File: src/rtl/crc_stream_dec_if.sv
// Purpose: bundles the beat input stream and the decoded-word output of crc_stream_dec.
// Latency: none; signals only.
// Backpressure: i_ready from the decoder throttles beats; o_ready from the consumer holds the word.
interface crc_stream_dec_if #(
  parameter int DATA_W = 128,
  parameter int BUS_W  = 32,
  parameter int CRC_W  = 6,
  parameter int CNT_W  = 16
) ();

  logic              i_valid;
  logic              i_ready;
  logic [BUS_W-1:0]  i_data;
  logic              i_last;
  logic [CRC_W-1:0]  i_crc;
  logic              o_valid;
  logic              o_ready;
  logic [DATA_W-1:0] o_data;
  logic              o_haserr;
  logic              o_lenerr;
  logic [CRC_W-1:0]  o_synd;
  logic [CNT_W-1:0]  o_errcnt;

  // Decoder side: consumes beats, produces the word.
  modport slave (
    input  i_valid, i_data, i_last, i_crc, o_ready,
    output i_ready, o_valid, o_data, o_haserr, o_lenerr, o_synd, o_errcnt
  );

  // Environment side: produces beats, consumes the word.
  modport master (
    output i_valid, i_data, i_last, i_crc, o_ready,
    input  i_ready, o_valid, o_data, o_haserr, o_lenerr, o_synd, o_errcnt
  );

endinterface

File: src/rtl/crc_stream_dec.sv
// Purpose: beat-serial CRC checker; assembles DATA_W payload from BUS_W beats, reports syndrome/length errors.
// Latency: o_valid rises 1 cycle after the final beat is accepted; NB+1 cycles per word at full rate.
// Backpressure: i_ready drops while a decoded word waits in HOLD; word fields stay stable until o_ready.
module crc_stream_dec #(
  parameter int                DATA_W = 128,
  parameter int                BUS_W  = 32,
  parameter int                CRC_W  = 6,
  parameter logic [CRC_W-1:0]  POLY   = 6'h03,
  parameter int                CNT_W  = 16
) (
  input  logic            clk,
  input  logic            reset,
  crc_stream_dec_if.slave io
);

  localparam int NB = DATA_W / BUS_W;
  localparam int CW = (NB > 1) ? $clog2(NB) : 1;
  localparam logic [CW-1:0] LAST_SLOT = CW'(NB - 1);

  typedef enum logic {COLLECT, HOLD} state_t;

  state_t            state_q, state_d;
  logic [CW-1:0]     cnt_q, cnt_d;
  logic [CRC_W-1:0]  lfsr_q, lfsr_d;
  logic [DATA_W-1:0] pay_q, pay_d;
  logic [DATA_W-1:0] odata_q, odata_d;
  logic [CRC_W-1:0]  synd_q, synd_d;
  logic              lenerr_q, lenerr_d;
  logic              haserr_q, haserr_d;
  logic              vld_q, vld_d;
  logic [CNT_W-1:0]  errcnt_q, errcnt_d;

  logic [CRC_W-1:0]  lfsr_nxt;
  logic [DATA_W-1:0] pay_ins;
  logic [CRC_W-1:0]  synd_now;
  logic              at_last;
  logic              lenerr_now;

  // LFSR advanced over every bit of the beat, bit 0 first; taps come from POLY.
  always_comb begin
    lfsr_nxt = lfsr_q;
    for (int i = 0; i < BUS_W; i++) begin
      lfsr_nxt = (lfsr_nxt << 1) ^ ({CRC_W{lfsr_nxt[CRC_W-1] ^ io.i_data[i]}} & POLY);
    end
  end

  // Payload with the current beat dropped into its slot; untouched slots stay zero.
  always_comb begin
    pay_ins = pay_q;
    pay_ins[cnt_q*BUS_W +: BUS_W] = io.i_data;
  end

  assign at_last    = (cnt_q == LAST_SLOT);
  assign lenerr_now = io.i_last ^ at_last;   // early i_last, or forced end without i_last
  assign synd_now   = lfsr_nxt ^ io.i_crc;

  // Next-state: collect beats, close the word on i_last or a full slot count, then hold for o_ready.
  always_comb begin
    state_d  = state_q;
    cnt_d    = cnt_q;
    lfsr_d   = lfsr_q;
    pay_d    = pay_q;
    odata_d  = odata_q;
    synd_d   = synd_q;
    lenerr_d = lenerr_q;
    haserr_d = haserr_q;
    vld_d    = vld_q;
    errcnt_d = errcnt_q;
    case (state_q)
      COLLECT: begin
        if (io.i_valid) begin
          if (io.i_last || at_last) begin
            odata_d  = pay_ins;
            synd_d   = synd_now;
            lenerr_d = lenerr_now;
            haserr_d = (|synd_now) | lenerr_now;
            vld_d    = 1'b1;
            state_d  = HOLD;
            cnt_d    = '0;
            lfsr_d   = '0;
            pay_d    = '0;
          end else begin
            pay_d  = pay_ins;
            lfsr_d = lfsr_nxt;
            cnt_d  = cnt_q + CW'(1);
          end
        end
      end
      HOLD: begin
        if (io.o_ready) begin
          vld_d   = 1'b0;
          state_d = COLLECT;
          if (haserr_q && (errcnt_q != {CNT_W{1'b1}})) begin
            errcnt_d = errcnt_q + CNT_W'(1);
          end
        end
      end
      default: state_d = COLLECT;
    endcase
  end

  // State registers with synchronous reset discarding any partial or held word.
  always_ff @(posedge clk) begin
    if (reset) begin
      state_q  <= COLLECT;
      cnt_q    <= '0;
      lfsr_q   <= '0;
      pay_q    <= '0;
      odata_q  <= '0;
      synd_q   <= '0;
      lenerr_q <= 1'b0;
      haserr_q <= 1'b0;
      vld_q    <= 1'b0;
      errcnt_q <= '0;
    end else begin
      state_q  <= state_d;
      cnt_q    <= cnt_d;
      lfsr_q   <= lfsr_d;
      pay_q    <= pay_d;
      odata_q  <= odata_d;
      synd_q   <= synd_d;
      lenerr_q <= lenerr_d;
      haserr_q <= haserr_d;
      vld_q    <= vld_d;
      errcnt_q <= errcnt_d;
    end
  end

  assign io.i_ready  = (state_q == COLLECT);
  assign io.o_valid  = vld_q;
  assign io.o_data   = odata_q;
  assign io.o_synd   = synd_q;
  assign io.o_lenerr = lenerr_q;
  assign io.o_haserr = haserr_q;
  assign io.o_errcnt = errcnt_q;

endmodule
File: src/flat_wrapper.sv
// flat-port wrapper written by rule: the top's interface ports become plain ports
module crc_stream_dec_flat 
#(
  parameter int                DATA_W = 128,
  parameter int                BUS_W  = 32,
  parameter int                CRC_W  = 6,
  parameter logic [CRC_W-1:0]  POLY   = 6'h03,
  parameter int                CNT_W  = 16
)
  (clk, reset, io_i_valid, io_i_data, io_i_last, io_i_crc, io_o_ready, io_i_ready, io_o_valid, io_o_data, io_o_haserr, io_o_lenerr, io_o_synd, io_o_errcnt);
  crc_stream_dec_if #(.DATA_W(DATA_W), .BUS_W(BUS_W), .CRC_W(CRC_W), .CNT_W(CNT_W)) io_i ();
  input  logic clk;
  input  logic reset;
  input wire logic [$bits(io_i.i_valid)-1:0] io_i_valid;
  input wire logic [$bits(io_i.i_data)-1:0] io_i_data;
  input wire logic [$bits(io_i.i_last)-1:0] io_i_last;
  input wire logic [$bits(io_i.i_crc)-1:0] io_i_crc;
  input wire logic [$bits(io_i.o_ready)-1:0] io_o_ready;
  output wire logic [$bits(io_i.i_ready)-1:0] io_i_ready;
  output wire logic [$bits(io_i.o_valid)-1:0] io_o_valid;
  output wire logic [$bits(io_i.o_data)-1:0] io_o_data;
  output wire logic [$bits(io_i.o_haserr)-1:0] io_o_haserr;
  output wire logic [$bits(io_i.o_lenerr)-1:0] io_o_lenerr;
  output wire logic [$bits(io_i.o_synd)-1:0] io_o_synd;
  output wire logic [$bits(io_i.o_errcnt)-1:0] io_o_errcnt;
  assign io_i.i_valid = io_i_valid;
  assign io_i.i_data = io_i_data;
  assign io_i.i_last = io_i_last;
  assign io_i.i_crc = io_i_crc;
  assign io_i.o_ready = io_o_ready;
  assign io_i_ready = io_i.i_ready;
  assign io_o_valid = io_i.o_valid;
  assign io_o_data = io_i.o_data;
  assign io_o_haserr = io_i.o_haserr;
  assign io_o_lenerr = io_i.o_lenerr;
  assign io_o_synd = io_i.o_synd;
  assign io_o_errcnt = io_i.o_errcnt;
  crc_stream_dec #(.DATA_W(DATA_W), .BUS_W(BUS_W), .CRC_W(CRC_W), .POLY(POLY), .CNT_W(CNT_W)) u_core (.clk(clk), .reset(reset), .io(io_i));
endmodule
File: config.mk
export PLATFORM = sky130hd
export DESIGN_NAME = crc_stream_dec_flat
export DESIGN_NICKNAME = d
export VERILOG_FILES = /design/src/rtl/crc_stream_dec_if.sv /design/src/rtl/crc_stream_dec.sv /design/src/flat_wrapper.sv
export SDC_FILE = /design/constraint.sdc
export NUM_CORES = 1
export LEC_CHECK = 0
export CAP_MARGIN = 25
export CORE_ASPECT_RATIO = 0.8
export CORE_MARGIN = 2
export CORE_UTILIZATION = 58
export CTS_BUF_LIST = sky130_fd_sc_hd__clkbuf_16
export DETAILED_ROUTE_END_ITERATION = 16
export GPL_ROUTABILITY_DRIVEN = 1
export GPL_TIMING_DRIVEN = 0
export PLACE_DENSITY = 0.95
export SLEW_MARGIN = 0
export SYNTH_ARGS = -nofsm -noshare
export SYNTH_HDL_FRONTEND = slang
export SYNTH_SLANG_ARGS = --single-unit
File: constraint.sdc
create_clock -name clk -period 6.7 [get_ports clk]
set_input_delay 1.005 -clock clk [delete_from_list [all_inputs] [get_ports clk]]
set_output_delay 1.005 -clock clk [all_outputs]
set_load 0.005 [all_outputs]
======== Word-level counts from Yosys, hierarchy flattened ========
Cells that the tools add are included.
storage, ports and cells
  output and inout port bits .............. 154
  register bits ........................... 290
  logic and storage cells ................. 107
  input bits .............................. 43
operators by class
  equal/unequal tests ..................... 5
  shifts and indexed selects .............. 2
  multiplexer cells ....................... 12
  add/sub/neg operators ................... 3
  bitwise logic cells ..................... 68
  reduce and logical (&&, ||, !) cells .... 7
operators by type and width
  operator                     number
  $xor A6 B2 Y6                32
  $bwmux W128                  1
  $mux W128                    1
  $shift A32 B34 Y128 const A  1
  $shiftx A32 B34 Y128         1
  $neg A7 Y34                  1
  $xor A1 B1 Y1                33
  $add A16 B1 Y16 const B      1
  $ne A16 B16 Y1 const B       1
  $reduce_and A3 Y1            3
  $mux W1                      6
  $mux W6                      1
  $reduce_or A6 Y1             1
  $xor A6 B6 Y6                1
  $ne A2 B2 Y1 const B         2
  $pmux W1 S2                  2
  $add A2 B1 Y2 const B        1
  $eq A2 B2 Y1 const B         1
  $mux W2                      1
  $ne A2 B1 Y1 const B         1
  $reduce_and A2 Y1            1
  $logic_and A1 B1 Y1          1
  $logic_or A1 B1 Y1           1
  $not A1 Y1                   1
  $or A1 B1 Y1                 1

======== Logic depth before layout (Yosys ltp) ========
  depth in word-level cells ............... 67
  depth in mapped cells ................... 9
  depth with buffers taken out ............ 8

======== Worst setup path before layout ========
No wires, ideal clock.
  path type ............................... input to register
  start point ............................. in io_i_data[9]
  end point ............................... reg u_core.haserr_q (netlist: u_core.io.o_haserr)
  required time ........................... 6.575 ns
  path buffers ............................ 0
  setup slack ............................. 3.506 ns
  library setup time ...................... 0.125 ns
  arrival ................................. 3.069 ns
  stages on the path ...................... 7
  cell sequence ........................... xnor3_1 -> xor3_2 -> xnor2_4 -> xnor3_1 -> or3b_1 -> a211oi_2 -> a31oi_1
between the ends
  cells in the longest elaborated chain, start to end .. 31
  elaborated cells on any way between the ends .. 39
  those cells by class .................... bitwise: 38; reduce/logical: 1
ends and longest elaborated chain
  item                                            line                   source
  from (decl)                                     flat_wrapper.sv:15     input wire logic [$bits(io_i.i_data)-1:0] io_i_data;
  $xor A1 B1 Y1 (*)                               crc_stream_dec.sv:43   lfsr_nxt = (lfsr_nxt << 1) ^ ({CRC_W{lfsr_nxt[CRC_W-1] ^ io.i_data[i]}} & POLY);
  $xor A6 B2 Y6 (*) (5 in series)                 crc_stream_dec.sv:43
  $xor A1 B1 Y1 or $xor A6 B2 Y6 (tied branches)  crc_stream_dec.sv:43
  $xor A6 B2 Y6 (*) (5 in series)                 crc_stream_dec.sv:43
  $xor A1 B1 Y1 or $xor A6 B2 Y6 (tied branches)  crc_stream_dec.sv:43
  $xor A6 B2 Y6 (*) (6 in series)                 crc_stream_dec.sv:43
  $xor A1 B1 Y1 or $xor A6 B2 Y6 (tied branches)  crc_stream_dec.sv:43
  $xor A6 B2 Y6 (*) (6 in series)                 crc_stream_dec.sv:43
  $xor A1 B1 Y1 or $xor A6 B2 Y6 (tied branches)  crc_stream_dec.sv:43
  $xor A6 B2 Y6 (*)                               crc_stream_dec.sv:43
  $xor A6 B6 Y6 (*)                               crc_stream_dec.sv:55   assign synd_now = lfsr_nxt ^ io.i_crc;
  $reduce_or A6 Y1 (*)                            crc_stream_dec.sv:76   haserr_d = (|synd_now) | lenerr_now;
  $or A1 B1 Y1 (*)                                crc_stream_dec.sv:76
  to (signal assigned)                            crc_stream_dec.sv:123  haserr_q <= haserr_d;
  to (decl)                                       crc_stream_dec.sv:29   logic haserr_q, haserr_d;
Every way passes the cells marked *; elsewhere a longest branch is shown, timed or not.
A chain may end at the register's enable or synchronous reset.

======== Worst setup path after layout ========
  start point ............................. in io_i_data[14]
  end point ............................... reg u_core.synd_q[2] (netlist: u_core.io.o_synd[2])
between the ends
  cells in the longest elaborated chain, start to end .. 23
  elaborated cells on any way between the ends .. 26
  those cells by class .................... bitwise: 26
ends and longest elaborated chain
  item                                            line                   source
  $xor A1 B1 Y1 (*)                               crc_stream_dec.sv:43
  $xor A6 B2 Y6 (*) (5 in series)                 crc_stream_dec.sv:43
  $xor A1 B1 Y1 or $xor A6 B2 Y6 (tied branches)  crc_stream_dec.sv:43
  $xor A6 B2 Y6 (*) (5 in series)                 crc_stream_dec.sv:43
  $xor A1 B1 Y1 or $xor A6 B2 Y6 (tied branches)  crc_stream_dec.sv:43
  $xor A6 B2 Y6 (*) (5 in series)                 crc_stream_dec.sv:43
  $xor A1 B1 Y1 or $xor A6 B2 Y6 (tied branches)  crc_stream_dec.sv:43
  $xor A6 B2 Y6 (*) (3 in series)                 crc_stream_dec.sv:43
  $xor A6 B6 Y6 (*)                               crc_stream_dec.sv:55
  to (signal assigned)                            crc_stream_dec.sv:121  synd_q <= synd_d;
  to (decl)                                       crc_stream_dec.sv:27   logic [CRC_W-1:0] synd_q, synd_d;
Marked as above.

==> metrics.cfg <==
[outcome]
outcome = finished clean

[flow_run]
max-cap-violations = 0

[yosys]
ys_top_cells_by_count = nor2_1 (411), dfxtp_1 (290), a22oi_1 (132)
syn_inst = 1526
synthFlopType = dfxtp_1
synth_top_cell_area_share = 0.466
yosysWarningCount = 0
synth_area_um2 = 12400
async_flop_share = 0
ys_types = 36
yosysMostFrequentCell = nor2_1
synth_area_leaders = dfxtp_1 (47%), nor2_1 (12%), a22oi_1 (8.0%)
ys_ff_latch = 290
yosysTopAreaCell = dfxtp_1
syn_avg_cell_area_um2 = 8.16
synth-edff-count = 0
synth_nets = 1577
yosysSeqAreaShare = 0.466

[detailed_routing]
antenna_left = 0
vias = 12608
first_pass_iters = 8
wl_per_cell_um = 20.8
drc_errors = 0
drtIter0Drc = 2052
wirelength_um = 42300
vias_per_cell = 6.19

[timing]
report.final.slew_viol_count = 0
period_minus_slack_ns = 3.91
fmax_mhz = 255
finalSetupViolations = 0
period_share = 0.584
finalHoldViolations = 0
fin_tns_setup_ns = 0
rsz0062_at_grt = false
max-slew-margin-rel = 0.300
fin_skew_ns = 0.0162
worstMarginPinSlew_ns = 1.04
fin_ws_ns = 2.79

[clock_tree]
clk_pin_slew_ns = 0.07
cts_hold_buffers = 0
cts_buffer_depth = 3
postCtsSetupRepairBufs = 0
cts_tree = done
cts_buffers = 28
root_buffer = clkbuf_16
cts_resized = 0
clock_sinks = 290
clk_latency_ns = 0.56
cts_max_level = 1

[global_route]
grt_usage = 0.359
grt-ovfl-total = 0
grt_pass1_wl_um = 63800
grt_max_degree = 16
antenna_found_initial = 0
grt_pass1_vias = 12124

[pwr]
pwr-share-clk = 0.322
p_switching_mw = 1.51
seqPwrFrac = 0.381
internal_power_mw = 3.34
ir_drop_mv = 0.223
leakagePower_nw = 5.66
sw_frac_of_total = 0.312
p_per_area_nw_per_um2 = 312
comb_power_share = 0.297

[worst_setup_path]
startpoint_type = primary input
slowest_delay_ns = 0.83
cp.arrival_ns = 4.33
worstSetupEndpointType = flop
path_buf_inv = 1
cp_common_cell = xnor3_1
critPathKind = primary input to flop
worstPathRequired_ns = 7.11
crit_family = XOR/XNOR gates
cp_slowest_cell = clkdlybuf4s50_1
cp_cell_sequence = clkdlybuf4s50_1 > xnor3_1 > xnor2_2 > xnor3_1 > xor2_1 > xnor3_1 > nor2_1 > nor3_1
cp_max_fo = 5

[floorplanning]
coreArea_um2 = 20900
rows = 47
die_w_um = 168
die_y_um = 135
num_io_pins = 197
initial_utilization = 0.596
die-area_um2 = 22700

[finish]
fill_cells = 1340
drive_above_1_share = 0.0289
n_antenna_cell = 0
area_delta_synth_final_pct = 25.0
fin_nets = 1796

[placed_design]
io_buffers = 188
post-place-ws_ns = 2.51
place.gp.congestion = 0.925
dpl.hpwl_um = 27800

[min_path]
holdCritPathClass = flop to flop

==> metal layers <==
metal / part of all wire / wire [µm] / global-route usage / up-vias
li1: - / - / - / 5579
met1: 0.37 / 15500 / 0.450 / 5782
met2: 0.42 / 18000 / 0.548 / 976
met3: 0.13 / 5640 / 0.0991 / 271
met4: 0.076 / 3220 / 0.237 / 0
met5: 0 / 0 / 0 / -
==> cell usage in the layout (no fill, tap or decap), types with 27 or more instances in the layout <==
master / instances
clkdlybuf4s50_1: 188
nor2_1: 411
xnor2_1: 43
o21ai_0: 68
clkbuf_16: 29
a21oi_1: 55
inv_1: 76
a211oi_1: 39
clkbuf_1: 114
dfxtp_1: 290
a22o_1: 27
nor3_1: 94
nand2_1: 89
a22oi_1: 132
==> state kept, by name (all words and copies together), names as in the netlist <==
register,flops
u_core.pay_q,128
u_core.io.o_lenerr,1
u_core.io.o_valid,1
u_core.io.o_synd,6
u_core.io.o_data,128
u_core.cnt_q,2
u_core.lfsr_q,6
u_core.io.o_haserr,1
u_core.io.o_errcnt,16
u_core.state_q,1
==> worst reg2reg max path, cell delays in order (launching register included) <==
cell and delay (ns):
dfxtp_1 0.38, ha_1 0.22, inv_1 0.08, ha_1 0.26, nand2b_1 0.13, clkbuf_1 0.55, clkbuf_1 0.56, clkbuf_1 0.47
nand2_1 0.16, a21oi_1 0.25
==> power groups by stage <==
stage / clock network, mW / registers [mW] / logic, mW
floorplan: 0 / 1.88 / 0.944
global placement: 0 / 1.88 / 1.28
detailed placement: 0 / 1.88 / 1.34
CTS: 1.54 / 1.85 / 1.40
global route: 1.62 / 1.86 / 1.48
finish: 1.56 / 1.85 / 1.44
==> final cells by class <==
| class | count | area (µm²) | share of cell area |
|---|---|---|---|
| Multi-Input combinational cell | 1041 | 5910 | 0.380 |
| Sequential cell | 290 | 5810 | 0.373 |
| Timing Repair Buffer | 189 | 1890 | 0.121 |
| Clock buffer | 29 | 726 | 0.0466 |
| Buffer | 122 | 458 | 0.0294 |
| Tap cell | 269 | 337 | 0.0216 |
| Inverter | 73 | 274 | 0.0176 |
| Clock inverter | 23 | 168 | 0.0108 |
==> stage by stage <==
| step | instances | hold WS (ns) | instance area [µm²] | utilization | power, mW |
|---|---|---|---|---|---|
| after CTS | 2036 | 0.484 | 15600 | 0.746 | 4.79 |
| after detailed placement | 1984 | 0.459 | 14700 | 0.703 | 3.22 |
| after floorplan | 1526 | 0.447 | 12400 | - | 2.82 |
| after global routing | 2036 | 0.506 | 15600 | 0.746 | 4.96 |
| after global placement | 1983 | 0.445 | 14700 | 0.703 | 3.16 |
| final | 2036 | 0.480 | 15600 | 0.746 | 4.86 |
==> worst paths after layout <==
check / to / cells past startpoint / slack [ns] / startpoint
setup / recovery: u_core.io.o_synd[2] / 8 / 2.79 / io_i_data[14]
hold / removal: u_core.io.o_data[95] / 2 / 0.48 / u_core.io.o_data[95]
setup reg to reg: u_core.io.o_synd[4] / 9 / 3.56 / u_core.cnt_q[0]
hold reg to reg: u_core.io.o_data[95] / 2 / 0.48 / u_core.io.o_data[95]
==> cells by family (layout without fill, tap and decap cells) <==
kind of cell	after synthesis	in the layout	share of synthesized area
simple gates	622	622	0.203
compound gates	325	325	0.174
fa+ha+maj	8	8	0.00804
buf+inv	195	436	0.0588
xor+xnor	84	84	0.0883
flops	290	290	0.466
mux	2	2	0.00161
Power figures use the tool's default switching activity.
